### src/rtl/word_clip_ctrl_if.sv
`default_nettype none
// ------------------------------------------------------------------
// word_clip_ctrl_if : scan request, buffer read, clipper and segment buses
// Rev 1.0
// ------------------------------------------------------------------
interface word_clip_ctrl_if #(
    parameter int ADDR_W = 16
);
    logic              istart;
    logic [ADDR_W-1:0] ilen;
    logic [ADDR_W-1:0] ordaddr;
    logic              oren;
    logic [15:0]       ordata;
    logic              oclip_rstn;
    logic              oclip_valid;
    logic              oclip_last;
    logic [31:0]       oclip_idx;
    logic [15:0]       oclip_data;
    logic              iclip_valid;
    logic [31:0]       iclip_start;
    logic [31:0]       iclip_end;
    logic              oseg_valid;
    logic              iseg_ready;
    logic [31:0]       oseg_start;
    logic [31:0]       oseg_len;
    logic              obusy;
    logic              odone;
    logic              onoword;

    modport master (
        input  istart, ilen, ordata, iclip_valid, iclip_start, iclip_end, iseg_ready,
        output ordaddr, oren, oclip_rstn, oclip_valid, oclip_last, oclip_idx, oclip_data,
               oseg_valid, oseg_start, oseg_len, obusy, odone, onoword
    );

    modport slave (
        output istart, ilen, ordata, iclip_valid, iclip_start, iclip_end, iseg_ready,
        input  ordaddr, oren, oclip_rstn, oclip_valid, oclip_last, oclip_idx, oclip_data,
               oseg_valid, oseg_start, oseg_len, obusy, odone, onoword
    );
endinterface
`default_nettype wire

### src/rtl/word_clip_ctrl.sv
`default_nettype none
// ------------------------------------------------------------------
// word_clip_ctrl : streams buffer magnitudes into the word clipper and
//                  offers the first segment of at least MIN_LEN samples
// Rev 1.0
// ------------------------------------------------------------------
module word_clip_ctrl #(
    parameter int ADDR_W  = 16,
    parameter int MIN_LEN = 800
) (
    input wire               iclk,
    input wire               irstn,
    word_clip_ctrl_if.master bus
);
    typedef enum logic [2:0] {
        S_IDLE   = 3'd0,
        S_PRIME  = 3'd1,
        S_STREAM = 3'd2,
        S_DRAIN  = 3'd3,
        S_OFFER  = 3'd4,
        S_DONE   = 3'd5
    } state_t;

    localparam logic [ADDR_W-1:0] C_ONE     = ADDR_W'(1);
    localparam logic [31:0]       C_MIN_LEN = 32'(MIN_LEN);

    state_t            r_state;
    state_t            w_state_nxt;
    logic [ADDR_W-1:0] r_len;
    logic [ADDR_W-1:0] r_addr;
    logic [ADDR_W-1:0] r_rd_idx;
    logic              r_rd_pend;
    logic [31:0]       r_seg_start;
    logic [31:0]       r_seg_len;
    logic              r_noword;

    logic [31:0]       w_clip_len;
    logic              w_clip_hit;
    logic              w_accept;
    logic              w_feed;
    logic              w_feed_last;
    logic              w_rd_en;
    logic [ADDR_W-1:0] w_rd_addr;
    logic              w_clip_rstn;
    logic [15:0]       w_mag;

    assign w_clip_len  = bus.iclip_end - bus.iclip_start + 32'd1;
    assign w_clip_hit  = bus.iclip_valid && ((r_state == S_STREAM) || (r_state == S_DRAIN));
    assign w_accept    = w_clip_hit && (w_clip_len >= C_MIN_LEN);
    // A feed is the data returned for the read issued on the previous cycle
    assign w_feed      = r_rd_pend && (r_state == S_STREAM);
    assign w_feed_last = w_feed && (r_rd_idx == (r_len - C_ONE));

    always_comb begin
        if (bus.ordata == 16'h8000) begin
            w_mag = 16'h7FFF;
        end else if (bus.ordata[15]) begin
            w_mag = 16'h0000 - bus.ordata;
        end else begin
            w_mag = bus.ordata;
        end
    end

    always_ff @(posedge iclk or negedge irstn) begin
        if (!irstn) begin
            r_state <= S_IDLE;
        end else begin
            r_state <= w_state_nxt;
        end
    end

    always_comb begin
        w_state_nxt = r_state;
        w_rd_en     = 1'b0;
        w_rd_addr   = '0;
        w_clip_rstn = 1'b0;
        case (r_state)
            S_IDLE: begin
                if (bus.istart) begin
                    w_state_nxt = (bus.ilen == '0) ? S_DONE : S_PRIME;
                end
            end
            S_PRIME: begin
                w_rd_en     = 1'b1;
                w_clip_rstn = 1'b1;
                w_state_nxt = S_STREAM;
            end
            S_STREAM: begin
                w_clip_rstn = !w_accept;
                if (w_accept) begin
                    w_state_nxt = S_OFFER;
                end else begin
                    if (r_addr < r_len) begin
                        w_rd_en   = 1'b1;
                        w_rd_addr = r_addr;
                    end
                    if (w_feed_last) begin
                        w_state_nxt = S_DRAIN;
                    end
                end
            end
            S_DRAIN: begin
                w_clip_rstn = !w_accept;
                w_state_nxt = w_accept ? S_OFFER : S_DONE;
            end
            S_OFFER: begin
                if (bus.iseg_ready) begin
                    w_state_nxt = S_DONE;
                end
            end
            S_DONE: begin
                w_state_nxt = S_IDLE;
            end
            default: begin
                w_state_nxt = S_IDLE;
            end
        endcase
    end

    always_ff @(posedge iclk or negedge irstn) begin
        if (!irstn) begin
            r_len       <= '0;
            r_addr      <= '0;
            r_rd_idx    <= '0;
            r_rd_pend   <= 1'b0;
            r_seg_start <= '0;
            r_seg_len   <= '0;
            r_noword    <= 1'b0;
        end else begin
            r_rd_pend <= w_rd_en;
            r_rd_idx  <= w_rd_addr;
            if (w_rd_en) begin
                r_addr <= w_rd_addr + C_ONE;
            end
            if ((r_state == S_IDLE) && bus.istart) begin
                r_len    <= bus.ilen;
                r_addr   <= '0;
                r_noword <= (bus.ilen == '0);
            end
            if ((r_state == S_DRAIN) && !w_accept) begin
                r_noword <= 1'b1;
            end
            if (w_accept) begin
                r_seg_start <= bus.iclip_start;
                r_seg_len   <= w_clip_len;
            end
        end
    end

    assign bus.ordaddr     = w_rd_addr;
    assign bus.oren        = w_rd_en;
    assign bus.oclip_rstn  = w_clip_rstn;
    assign bus.oclip_valid = w_feed;
    assign bus.oclip_last  = w_feed_last;
    assign bus.oclip_idx   = w_feed ? 32'(r_rd_idx) : 32'd0;
    assign bus.oclip_data  = w_feed ? w_mag : 16'd0;
    assign bus.oseg_valid  = (r_state == S_OFFER);
    assign bus.oseg_start  = r_seg_start;
    assign bus.oseg_len    = r_seg_len;
    assign bus.obusy       = (r_state != S_IDLE);
    assign bus.odone       = (r_state == S_DONE);
    assign bus.onoword     = r_noword;
endmodule
`default_nettype wire
### src/flat_wrapper.sv
// flat-port wrapper written by rule: the top's interface ports become plain ports
module word_clip_ctrl_flat 
#(
    parameter int ADDR_W  = 16,
    parameter int MIN_LEN = 800
)
  (iclk, irstn, bus_istart, bus_ilen, bus_ordata, bus_iclip_valid, bus_iclip_start, bus_iclip_end, bus_iseg_ready, bus_ordaddr, bus_oren, bus_oclip_rstn, bus_oclip_valid, bus_oclip_last, bus_oclip_idx, bus_oclip_data, bus_oseg_valid, bus_oseg_start, bus_oseg_len, bus_obusy, bus_odone, bus_onoword);
  word_clip_ctrl_if #(.ADDR_W(ADDR_W)) bus_i ();
  input wire iclk;
  input wire irstn;
  input wire logic [$bits(bus_i.istart)-1:0] bus_istart;
  input wire logic [$bits(bus_i.ilen)-1:0] bus_ilen;
  input wire logic [$bits(bus_i.ordata)-1:0] bus_ordata;
  input wire logic [$bits(bus_i.iclip_valid)-1:0] bus_iclip_valid;
  input wire logic [$bits(bus_i.iclip_start)-1:0] bus_iclip_start;
  input wire logic [$bits(bus_i.iclip_end)-1:0] bus_iclip_end;
  input wire logic [$bits(bus_i.iseg_ready)-1:0] bus_iseg_ready;
  output wire logic [$bits(bus_i.ordaddr)-1:0] bus_ordaddr;
  output wire logic [$bits(bus_i.oren)-1:0] bus_oren;
  output wire logic [$bits(bus_i.oclip_rstn)-1:0] bus_oclip_rstn;
  output wire logic [$bits(bus_i.oclip_valid)-1:0] bus_oclip_valid;
  output wire logic [$bits(bus_i.oclip_last)-1:0] bus_oclip_last;
  output wire logic [$bits(bus_i.oclip_idx)-1:0] bus_oclip_idx;
  output wire logic [$bits(bus_i.oclip_data)-1:0] bus_oclip_data;
  output wire logic [$bits(bus_i.oseg_valid)-1:0] bus_oseg_valid;
  output wire logic [$bits(bus_i.oseg_start)-1:0] bus_oseg_start;
  output wire logic [$bits(bus_i.oseg_len)-1:0] bus_oseg_len;
  output wire logic [$bits(bus_i.obusy)-1:0] bus_obusy;
  output wire logic [$bits(bus_i.odone)-1:0] bus_odone;
  output wire logic [$bits(bus_i.onoword)-1:0] bus_onoword;
  assign bus_i.istart = bus_istart;
  assign bus_i.ilen = bus_ilen;
  assign bus_i.ordata = bus_ordata;
  assign bus_i.iclip_valid = bus_iclip_valid;
  assign bus_i.iclip_start = bus_iclip_start;
  assign bus_i.iclip_end = bus_iclip_end;
  assign bus_i.iseg_ready = bus_iseg_ready;
  assign bus_ordaddr = bus_i.ordaddr;
  assign bus_oren = bus_i.oren;
  assign bus_oclip_rstn = bus_i.oclip_rstn;
  assign bus_oclip_valid = bus_i.oclip_valid;
  assign bus_oclip_last = bus_i.oclip_last;
  assign bus_oclip_idx = bus_i.oclip_idx;
  assign bus_oclip_data = bus_i.oclip_data;
  assign bus_oseg_valid = bus_i.oseg_valid;
  assign bus_oseg_start = bus_i.oseg_start;
  assign bus_oseg_len = bus_i.oseg_len;
  assign bus_obusy = bus_i.obusy;
  assign bus_odone = bus_i.odone;
  assign bus_onoword = bus_i.onoword;
  word_clip_ctrl #(.ADDR_W(ADDR_W), .MIN_LEN(MIN_LEN)) u_core (.iclk(iclk), .irstn(irstn), .bus(bus_i));
endmodule
### config.mk
export PLATFORM = sky130hd
export DESIGN_NAME = word_clip_ctrl_flat
export DESIGN_NICKNAME = d
export VERILOG_FILES = /design/src/rtl/word_clip_ctrl_if.sv /design/src/rtl/word_clip_ctrl.sv /design/src/flat_wrapper.sv
export SDC_FILE = /design/constraint.sdc
export NUM_CORES = 1
export LEC_CHECK = 0
export BUFFER_PORTS_ARGS = -buffer_cell sky130_fd_sc_hd__buf_2
export CORE_ASPECT_RATIO = 1.4
export CORE_MARGIN = 2
export CORE_UTILIZATION = 50
export CTS_BUF_LIST = sky130_fd_sc_hd__clkbuf_4 sky130_fd_sc_hd__clkbuf_8
export DETAILED_ROUTE_END_ITERATION = 10
export GPL_TIMING_DRIVEN = 0
export PLACE_DENSITY_LB_ADDON = 0.2
export REMOVE_ABC_BUFFERS = 1
export SLEW_MARGIN = 20
export SYNTH_ARGS = -nofsm -noshare
export SYNTH_HDL_FRONTEND = slang
export SYNTH_SLANG_ARGS = --single-unit
### constraint.sdc
create_clock -name iclk -period 8 [get_ports iclk]
set_input_delay 0.4 -clock iclk [delete_from_list [all_inputs] [get_ports iclk]]
set_output_delay 0.4 -clock iclk [all_outputs]
set_load 0.03 [all_outputs]
==> results of run 1 <==
[metrics by stage]
| step | instance area, um^2 | util, % |
|---|---|---|
| 2_1_floorplan | 8690 | - |
| 3_3_place_gp | 10100 | 56.8 |
| 3_5_place_dp | 10300 | 57.8 |
| 4_1_cts | 10700 | 60.1 |
| 5_1_grt | 10700 | 60.2 |
| 6_report | 10700 | 60.2 |
[per-layer routing]
metal  global-route usage (%)  vias up  part of all wire [%]  wire [um]
li1                         -     3893                     -          -
met1                     27.5     3825                    40       9460
met2                     44.9      263                    51      12200
met3                     5.21       60                   5.3       1260
met4                     11.8        0                   3.9        933
met5                        0        -                     0          0
[logic make-up after synthesis]
family / Yosys count / synth area share, %
other: 1 / 0.0418
multiplexers: 69 / 10.6
XOR/XNOR: 54 / 5.27
adder cells (fa/ha/maj): 80 / 11.2
AND/OR/NAND/NOR: 307 / 17.2
buffers and inverters: 128 / 6.62
AO/OA/AOI/OAI: 223 / 16.4
flip-flops: 117 / 32.6
[Yosys cell counts (2+ instances only)]
| master | number | area, um^2 |
|---|---|---|
| a21oi_1 | 61 | 305 |
| mux2_1 | 5 | 56.3 |
| or3_1 | 7 | 43.8 |
| a311oi_1 | 4 | 35.0 |
| a211o_1 | 3 | 26.3 |
| o32ai_1 | 2 | 17.5 |
| mux2_4 | 50 | 751 |
| o21ai_0 | 50 | 250 |
| or2_2 | 4 | 25.0 |
| inv_1 | 67 | 251 |
| nor2b_1 | 13 | 81.3 |
| ha_1 | 79 | 988 |
| a21o_1 | 11 | 82.6 |
| dfrtp_1 | 117 | 2930 |
| nor2_1 | 57 | 214 |
| nor3_1 | 25 | 125 |
| nand3_1 | 19 | 95.1 |
| o211ai_1 | 36 | 270 |
| buf_2 | 4 | 20.0 |
| o21a_1 | 5 | 37.5 |
| nand2b_1 | 4 | 25.0 |
| buf_6 | 6 | 67.6 |
| a211oi_1 | 10 | 75.1 |
| mux2i_1 | 10 | 100 |
| mux2_2 | 4 | 45.0 |
| clkbuf_1 | 33 | 124 |
| or4_1 | 6 | 45.0 |
| and3_1 | 37 | 231 |
| nor3b_1 | 3 | 22.5 |
| o31ai_1 | 9 | 67.6 |
| o21ai_1 | 2 | 10.0 |
| and2_1 | 11 | 68.8 |
| o311ai_0 | 2 | 17.5 |
| xnor2_1 | 22 | 193 |
| nor4_1 | 10 | 62.6 |
| nand4_1 | 18 | 113 |
| xor2_1 | 32 | 280 |
| nor4b_1 | 3 | 26.3 |
| o21bai_1 | 4 | 30.0 |
| nand2_1 | 85 | 319 |
| a31oi_1 | 5 | 31.3 |
| buf_4 | 17 | 128 |
[where the power goes]
group | internal [W] | leakage [nW] | switching, W
clock network | 0.000296 | 0.191 | 0.000276
logic | 0.000640 | 3.86 | 0.00104
registers | 0.000812 | 1.47 | 0.000160
total | 0.00175 | 5.52 | 0.00147
[worst register-to-register path, delay by kind of cell, from the launching register on]
| family | cells | cell delay (ps) |
|---|---|---|
| compound gates | 6 | 1320 |
| simple gates | 8 | 2070 |
| flops | 1 | 420 |
| fa+ha+maj | 2 | 620 |
| buf+inv | 1 | 450 |
[what timing repair did]
item | CTS | global route
resized for setup | 0 | 0
endpoints found under the hold margin | 46 | 0
hold buffers | 1 | 0
[sequential cells by signal, indices dropped and copies added (netlist names)]
name,count
u_core.r_state,3
u_core.bus.onoword,1
u_core.r_rd_pend,1
u_core.r_len,16
u_core.bus.oseg_start,32
u_core.r_rd_idx,16
u_core.bus.oseg_len,32
u_core.r_addr,16
[final timing paths]
kind	start	end	slack, ps	cells after the start
hold reg to reg	u_core.bus.oseg_len[28]$_DFFE_PN0P_	u_core.bus.oseg_len[28]$_DFFE_PN0P_	490	1
max in group asynchronous	irstn	u_core.r_addr[6]$_DFFE_PN0P_	6840	3
setup / recovery	bus_iclip_start[1]	u_core.r_addr[10]$_DFFE_PN0P_	1990	22
min in group asynchronous	irstn	u_core.bus.oseg_len[16]$_DFFE_PN0P_	440	2
hold / removal	bus_ilen[11]	u_core.r_len[11]$_DFFE_PN0P_	160	3
setup reg to reg	u_core.r_addr[1]$_DFFE_PN0P_	u_core.r_addr[10]$_DFFE_PN0P_	3020	17
[layout make-up]
class	instances	area, um^2	share of cell area, %
timing repair buffer	227	1260	11.8
antenna	3	7.51	0.0701
clock buffer	19	262	2.44
clock inverter	13	146	1.37
multi-input combinational	749	5550	51.8
tap	240	300	2.80
sequential	117	2930	27.3
inverter	67	251	2.35
==> flow_metrics.tcl, run 1 <==
set metrics [dict create \
    status "completed" \
    synthArstFlopShare_pct 100 \
    ys_seq_elements 117 \
    worst_slew_pin_slew_ps 1050 \
    cts_setup_buffers 0 \
    syn_avg_cell_area_um2 9.17 \
    power_density_nw_per_um2 301 \
    viasPerCell 5.60 \
    grt_usage_pct 25.0 \
    layout_commonest_cell "buf_2" \
    drt-initial-drc-count 355 \
    dpl.cell_count 1399 \
    stdcell_count 1435 \
    num_vias 8041 \
    mappedNetlistArea_um2 8980 \
    drv_cap 0 \
    antenna_found_initial 3 \
    routed_wl_mm 23.9 \
    ys.flop_type "dfrtp_1" \
    place_congestion 0.900 \
    ir_drop_uv 193 \
    top_level_ports 237 \
    die_area_um2 19100 \
    mostFrequentLayoutCells "buf_2, dfrtp_1, nand2_1" \
    relSlewSlack_pct 29.7 \
    grt_pass1_wl_mm 37.6 \
    initial_utilization_pct 50.5 \
    holdWs_ps 159 \
    num_rows 58 \
    hpwlAfterDp_mm 18.7 \
    core_area_um2 17800 \
    dieWidth_um 117 \
    synth-edff-count 0 \
    arrival_ps 6360 \
    ys.warnings.count 0 \
    ant_nets 0 \
    h-tree-depth 4 \
    place_ws_ps 1530 \
    area_growth_syn_to_layout_pct 19.2 \
    crit_family "simple AND/OR/NAND/NOR gates" \
    worstHoldPathType "in -> reg" \
    critPathKind "in -> reg" \
    path_common_cell "ha_1" \
    post-route-period-util_pct 75.2 \
    clk_pin_slew_ps 80 \
    setup_viol_count_final 0 \
    cts_buffer_depth 2 \
    grt_pass1_vias 7744 \
    num-fill-cells 1642 \
    grt_max_degree 72 \
    cpMaxStageDelayCell "o41a_1" \
    crit_buf_inv 2 \
    slew_violations 0 \
    clock-sinks 117 \
    finClkSkew_ps 14.1 \
    layout_min_cycle_time_ps 6010 \
    seq_area_frac_synth_pct 32.6 \
    clkLatencyLatePin_ps 460 \
    tns_ps 0 \
    post_drt_wl_per_cell_um 16.6 \
    root_buffer "clkbuf_8" \
    io_buffers 220 \
    drive_above_1_share_pct 27.3 \
    cp_cell_sequence "buf_2 -> ha_1 -> inv_1 -> ha_1 -> fa_1 -> a21o_1 -> a221oi_4 -> or3_4 -> a2111oi_4 -> or3_1 -> a211o_1 -> or4b_4 -> o41a_1 -> nor3_1 -> ha_1 -> nand3_1 -> nor2_1 -> and3_1 -> nand3_1 -> and2_1 -> o211ai_1 -> nand2_1" \
    slowest_delay_ps 580 \
    finalHoldViolCount 0 \
    p_total_w 0.00322 \
    finalNetCount 1360 \
    drc 0 \
    firstDrtPassIters 5 \
    setup_ws_ps 1990 \
    critPathRequiredTime_ps 8340 \
    ys_types 69 \
    die_y_um 163 \
    cts_buffers 17 \
    setup.worst_path.start_class "input pin" \
    worstSetupEndpointType "flop" \
    leakage_nw 5.52 \
    grt.overflow.total 0 \
    rsz0062_at_grt "no" \
    syn_inst 979 \
    cts_tree "yes" \
    path_max_fanout 15 \
    fmax_ghz 0.166 \
]
(Power assumes the default switching activity.)
==> inputs of run 2 (changes only) <==
==> constraint.sdc (replaced) <==
create_clock -name iclk -period 5.4 [get_ports iclk]
set_input_delay 0.27 -clock iclk [delete_from_list [all_inputs] [get_ports iclk]]
set_output_delay 0.27 -clock iclk [all_outputs]
set_load 0.03 [all_outputs]
==> run 2 against run 1 <==
Non-clock buffer count rose by 9; hold slack got worse by 130 ps; via count fell by 0.37%; utilization rose by 0.65 points; clock power rose by 48%; global-route usage rose by 0.11 points; register-to-register slack got worse by 2200 ps; first-iteration DRC count rose by 7.3%; largest power group unchanged; critical path depth did not move; combinational power rose by 49%; final cell count rose by 0.63%.
==> flow_metrics.tcl, run 2 (same netlist as run 1, synthesis figures left out) <==
set metrics [dict create \
    cp_cell_sequence "buf_2 -> ha_1 -> inv_1 -> ha_1 -> fa_1 -> a21o_1 -> a221oi_4 -> or3_4 -> a2111oi_4 -> or3_1 -> a211o_1 -> or4b_4 -> o41a_4 -> nor3_4 -> ha_2 -> nand3_2 -> nor2_2 -> and3_1 -> nand3_2 -> and2_1 -> o211ai_1 -> nand2_1" \
    p_total_w 0.00479 \
    grt_usage_pct 25.1 \
    num_rows 58 \
    ant_nets 0 \
    post-route-period-util_pct 95.3 \
    grt_pass1_wl_mm 37.7 \
    hold_start "bus_ilen[11]" \
    slowest_delay_ps 530 \
    grt.overflow.total 0 \
    cts_tree "yes" \
    dieWidth_um 117 \
    drv_cap 0 \
    antenna_found_initial 3 \
    arrival_ps 5490 \
    area_growth_syn_to_layout_pct 20.5 \
    root_buffer "clkbuf_8" \
    status "completed" \
    critPathKind "in -> reg" \
    relSlewSlack_pct 29.7 \
    drt-initial-drc-count 381 \
    routed_wl_mm 23.9 \
    place_congestion 0.900 \
    rr_startpoint "u_core.r_addr[1]$_DFFE_PN0P_" \
    grt_max_degree 72 \
    power_density_nw_per_um2 442 \
    setup.worst_path.start_class "input pin" \
    finalHoldViolCount 0 \
    cpMaxStageDelayCell "or4b_4" \
    num_vias 8011 \
    setup_viol_count_final 0 \
    die_area_um2 19100 \
    drc 0 \
    core_area_um2 17800 \
    clkLatencyLatePin_ps 460 \
    hpwlAfterDp_mm 18.7 \
    drive_above_1_share_pct 28.6 \
    grt_pass1_vias 7755 \
    layout_commonest_cell "buf_2" \
    num-fill-cells 1632 \
    fin_area_um2 10800 \
    h-tree-depth 4 \
    worst_slew_pin_slew_ps 1060 \
    finClkSkew_ps 14.3 \
    io_buffers 220 \
    viasPerCell 5.55 \
    worstHoldPathType "in -> reg" \
    crit_start "bus_iclip_start[1]" \
    cts_buffers 17 \
    leakage_nw 5.57 \
    top_level_ports 237 \
    die_y_um 163 \
    post_drt_wl_per_cell_um 16.6 \
    mostFrequentLayoutCells "buf_2, dfrtp_1, nand2_1" \
    worstSetupEndpointType "flop" \
    firstDrtPassIters 5 \
    place_area_um2 10300 \
    critPathRequiredTime_ps 5750 \
    layout_min_cycle_time_ps 5150 \
    clk_pin_slew_ps 80 \
    cts_buffer_depth 2 \
    fmax_ghz 0.194 \
    ir_drop_uv 286 \
    clock-sinks 117 \
    path_max_fanout 6 \
    final_util_pct 60.9 \
    initial_utilization_pct 50.5 \
    finalNetCount 1369 \
    slew_violations 0 \
]
[run 2: changes by cell type in the layout (fill, tap and decap cells not counted), moves of 2 or more]
cell | before | now
nand3_2 | 0 | 2
nand3_1 | 19 | 17
buf_4 | 1 | 10
nor3_1 | 25 | 23
[run 2: timing repair]
action	CTS	global route
pin swaps	2	5
resized for setup	4	7
setup buffers	2	7
hold buffers	1	0
setup endpoints to repair	4	3
hold endpoints to repair	46	0
cloned	0	0
[run 2: final cells by class]
cell class                 count  area, um^2  area share [%]
multi-input combinational    749        5600            51.7
timing repair buffer         236        1330            12.3
inverter                      67         251            2.32
antenna                        3        7.51          0.0694
clock inverter                13         146            1.35
clock buffer                  19         262            2.42
tap                          240         300            2.77
sequential                   117        2930            27.1
[run 2: final timing paths]
| check | end | cells after the start | slack, ps |
|---|---|---|---|
| min in group asynchronous | u_core.bus.oseg_len[16]$_DFFE_PN0P_ | 2 | 310 |
| max in group asynchronous | u_core.r_addr[6]$_DFFE_PN0P_ | 3 | 4370 |
| setup reg to reg | u_core.r_addr[10]$_DFFE_PN0P_ | 17 | 830 |
| hold / removal | u_core.r_len[11]$_DFFE_PN0P_ | 3 | 30 |
| setup / recovery | u_core.r_addr[10]$_DFFE_PN0P_ | 22 | 250 |
| hold reg to reg | u_core.bus.oseg_len[28]$_DFFE_PN0P_ | 1 | 490 |
[run 2: metal layers]
layer	vias to the layer above	global-route usage, %	share of wire [%]
li1	3911	-	-
met1	3798	27.6	40
met2	245	45.0	51
met3	57	5.21	5.1
met4	0	12.2	4.0
met5	-	0	0
[run 2: power by group]
part	total [W]	switching, W	internal (W)
Combinational	0.00250	0.00154	0.000956
Clock	0.000847	0.000409	0.000438
Sequential	0.00144	0.000236	0.00120
[run 2: worst max-delay path: cells and delay by family]
kind                       cells  cell delay, ps
and+or+nand+nor               10            2280
AOI/OAI and AO/OA              6            1630
adders and majority gates      4            1160
buffers and inverters          2             150
[run 2: stage by stage]
step	setup TNS (ps)	worst slack, ps	hold WS (ps)	instances
2_1_floorplan	-31190	-796	-25.6	933
3_3_place_gp	-162030	-2020	465	1393
3_5_place_dp	-4190	-937	236	1399
4_1_cts	0	35.4	7.70	1434
5_1_grt	-14.7	-14.7	24.7	1443
6_report	0	255	25.4	1444
==> inputs of run 3 (changes only) <==
--- a/config.mk
+++ b/config.mk
@@ -5,12 +5,13 @@
 export SDC_FILE = /design/constraint.sdc
 export NUM_CORES = 1
 export LEC_CHECK = 0
-export BUFFER_PORTS_ARGS = -buffer_cell sky130_fd_sc_hd__buf_2
+export ABC_AREA = 1
 export CORE_ASPECT_RATIO = 1.4
 export CORE_MARGIN = 2
 export CORE_UTILIZATION = 50
 export CTS_BUF_LIST = sky130_fd_sc_hd__clkbuf_4 sky130_fd_sc_hd__clkbuf_8
 export DETAILED_ROUTE_END_ITERATION = 10
+export DONT_BUFFER_PORTS = 1
 export GPL_TIMING_DRIVEN = 0
 export PLACE_DENSITY_LB_ADDON = 0.2
 export REMOVE_ABC_BUFFERS = 1
==> run 3 against run 2 <==
Combinational power is 40% lower; final cell count is 15% higher; global-route usage is 1.2 points higher; routed wire length is 9.0% higher; total power is 13% lower; sequential cell count stayed put; sequential share of layout area is 1.5 points higher; clock skew is 3.3 ps higher; area after synthesis is 3.1% higher; highest routed layer unchanged.
==> flow_metrics.tcl, run 3 <==
set metrics [dict create \
    fin_area_um2 10300 \
    area_growth_syn_to_layout_pct 10.9 \
    synth_top_area_cell "dfrtp_1" \
    cts_tree "yes" \
    grt_pass1_vias 8538 \
    hpwlAfterDp_mm 19.8 \
    synthArstFlopShare_pct 100 \
    relSlewSlack_pct 31.5 \
    finalHoldViolCount 0 \
    crit_family "simple AND/OR/NAND/NOR gates" \
    crit_buf_inv 3 \
    synth_common_cells "nand2_1, inv_1, nor2_1, dfrtp_1, o21ai_0" \
    grt_pass1_wl_mm 40.7 \
    grt_usage_pct 26.3 \
    seq_area_frac_synth_pct 31.6 \
    syn_inst 1367 \
    ys_types 47 \
    yosysMostFrequentCell "nand2_1" \
    r2r_cells 14 \
    ant_nets 0 \
    critPathKind "in -> reg" \
    yosys-top-cells-area "dfrtp_1, nand2_1, ha_1, inv_1, nor2_1" \
    worstSetupEndpointType "flop" \
    cts_buffer_depth 2 \
    routed_wl_mm 26.1 \
    slew_violations 0 \
    drv_cap 0 \
    ys.warnings.count 0 \
    path_common_cell "nand2_1" \
    mostFrequentLayoutCells "nand2_1, inv_1, nor2_1" \
    leakage_nw 5.51 \
    rsz0062_at_grt "no" \
    grt.overflow.total 0 \
    ir_drop_uv 255 \
    firstDrtPassIters 5 \
    clock-sinks 117 \
    initial_utilization_pct 51.2 \
    min_path_cells 2 \
    place_congestion 0.958 \
    finalNetCount 1586 \
    diodes 0 \
    num_vias 8547 \
    h-tree-depth 4 \
    synth-edff-count 0 \
    worstHoldPathType "in -> reg" \
    clkLatencyLatePin_ps 460 \
    critPathRequiredTime_ps 5740 \
    cp.depth 26 \
    grt_max_degree 118 \
    die_area_um2 19600 \
    drive_above_1_share_pct 4.58 \
    viasPerCell 5.16 \
    setup.worst_path.start_class "input pin" \
    finClkSkew_ps 17.6 \
    num_rows 58 \
    path_max_fanout 36 \
    reg2reg_slack_ps 1110 \
    dieWidth_um 119 \
    post-route-period-util_pct 91.4 \
    die_y_um 165 \
    post_drt_wl_per_cell_um 15.7 \
    layout_commonest_cell "nand2_1" \
    ys.flop_type "dfrtp_1" \
    setup_viol_count_final 0 \
    syn_avg_cell_area_um2 6.77 \
    antenna_found_initial 0 \
    drc 0 \
    top_level_ports 237 \
    core_area_um2 18100 \
    layout_min_cycle_time_ps 4940 \
    tns_ps 0 \
    mappedNetlistArea_um2 9260 \
    cpMaxStageDelayCell "dlygate4sd3_1" \
    arrival_ps 5270 \
    fmax_ghz 0.203 \
    ys_seq_elements 117 \
    dpl.cell_count 1578 \
    worst_slew_pin_slew_ps 1020 \
    status "completed" \
    power_density_nw_per_um2 407 \
    synth_top_area_share_pct 31.6 \
    clk_pin_slew_ps 90 \
    stdcell_count 1658 \
    slowest_delay_ps 530 \
    cts_buffers 17 \
    place_area_um2 9370 \
    io_buffers 0 \
    drt-initial-drc-count 400 \
    root_buffer "clkbuf_8" \
]
-- run 3: kinds of logic after synthesis --
kind of cell,Yosys count,synth area share (%)
simple gates,680,31.6
buf+inv,290,12.7
compound gates,154,8.90
flops,117,31.6
fa+ha+maj,80,10.9
xor+xnor,45,4.26
other cells,1,0.0405
-- run 3: worst register-to-register path: cells and delay by family, from the launching register on --
| kind | cells | cell delay, ps |
|---|---|---|
| simple gates | 9 | 2840 |
| compound gates | 3 | 790 |
| flops | 1 | 380 |
| buf+inv | 2 | 190 |
-- run 3: where the power goes --
| group | total (W) | internal (W) | switching, W |
|---|---|---|---|
| Clock | 0.000805 | 0.000375 | 0.000430 |
| Sequential | 0.00189 | 0.00118 | 0.000707 |
| Combinational | 0.00149 | 0.000481 | 0.00101 |
| Total | 0.00418 | 0.00204 | 0.00215 |
-- run 3: area by class of cell --
class | instances | area, um^2
repair buffers | 46 | 478
multi-input cells | 977 | 5260
fillers | 1805 | 7800
clock buffers | 17 | 234
flip-flops and latches | 117 | 2930
well taps | 240 | 300
clock inverters | 15 | 145
inverters | 246 | 926
-- run 3: final timing paths --
kind,start,to
worst max-delay path,bus_iclip_start[27],u_core.r_addr[8]$_DFFE_PN0P_
worst min-delay path,bus_iclip_start[5],u_core.bus.oseg_start[5]$_DFFE_PN0P_
worst max register to register,u_core.r_state[1]$_DFFE_PN0P_,u_core.r_state[2]$_DFFE_PN0P_
worst min register to register,u_core.r_addr[15]$_DFFE_PN0P_,u_core.r_addr[15]$_DFFE_PN0P_
max in group asynchronous,irstn,u_core.r_rd_idx[15]$_DFF_PN0_
min in group asynchronous,irstn,u_core.bus.oseg_start[23]$_DFFE_PN0P_
-- run 3: repair_timing --
| action | in CTS | in global routing |
|---|---|---|
| hold buffers | 46 | 0 |
| setup endpoints to repair | 10 | 8 |
| hold endpoints to repair | 161 | 0 |
| gates cloned | 0 | 2 |
| pin swaps | 0 | 1 |
| setup buffers | 0 | 0 |
| resized for setup | 2 | 1 |
-- run 3: routing by layer --
metal / vias up / track usage [%] / part of all wire [%]
met2: 237 / 51.1 / 54
li1: 4348 / - / -
met3: 62 / 5.77 / 4.9
met5: - / 0 / 0
met1: 3900 / 26.4 / 37
met4: 0 / 12.6 / 4.0
-- run 3: stage by stage --
stage          hold slack (ps)  total power (W)  utilization, %  setup WS (ps)
6_report                  8.99          0.00418            56.8            465
5_1_grt                   1.58          0.00449            56.8           93.0
4_1_cts                   6.38          0.00421            56.7           32.6
3_5_place_dp             -21.7          0.00334            51.9          -1030
3_3_place_gp             -21.3          0.00331            51.8           -982
2_1_floorplan            -25.6          0.00294               -            398
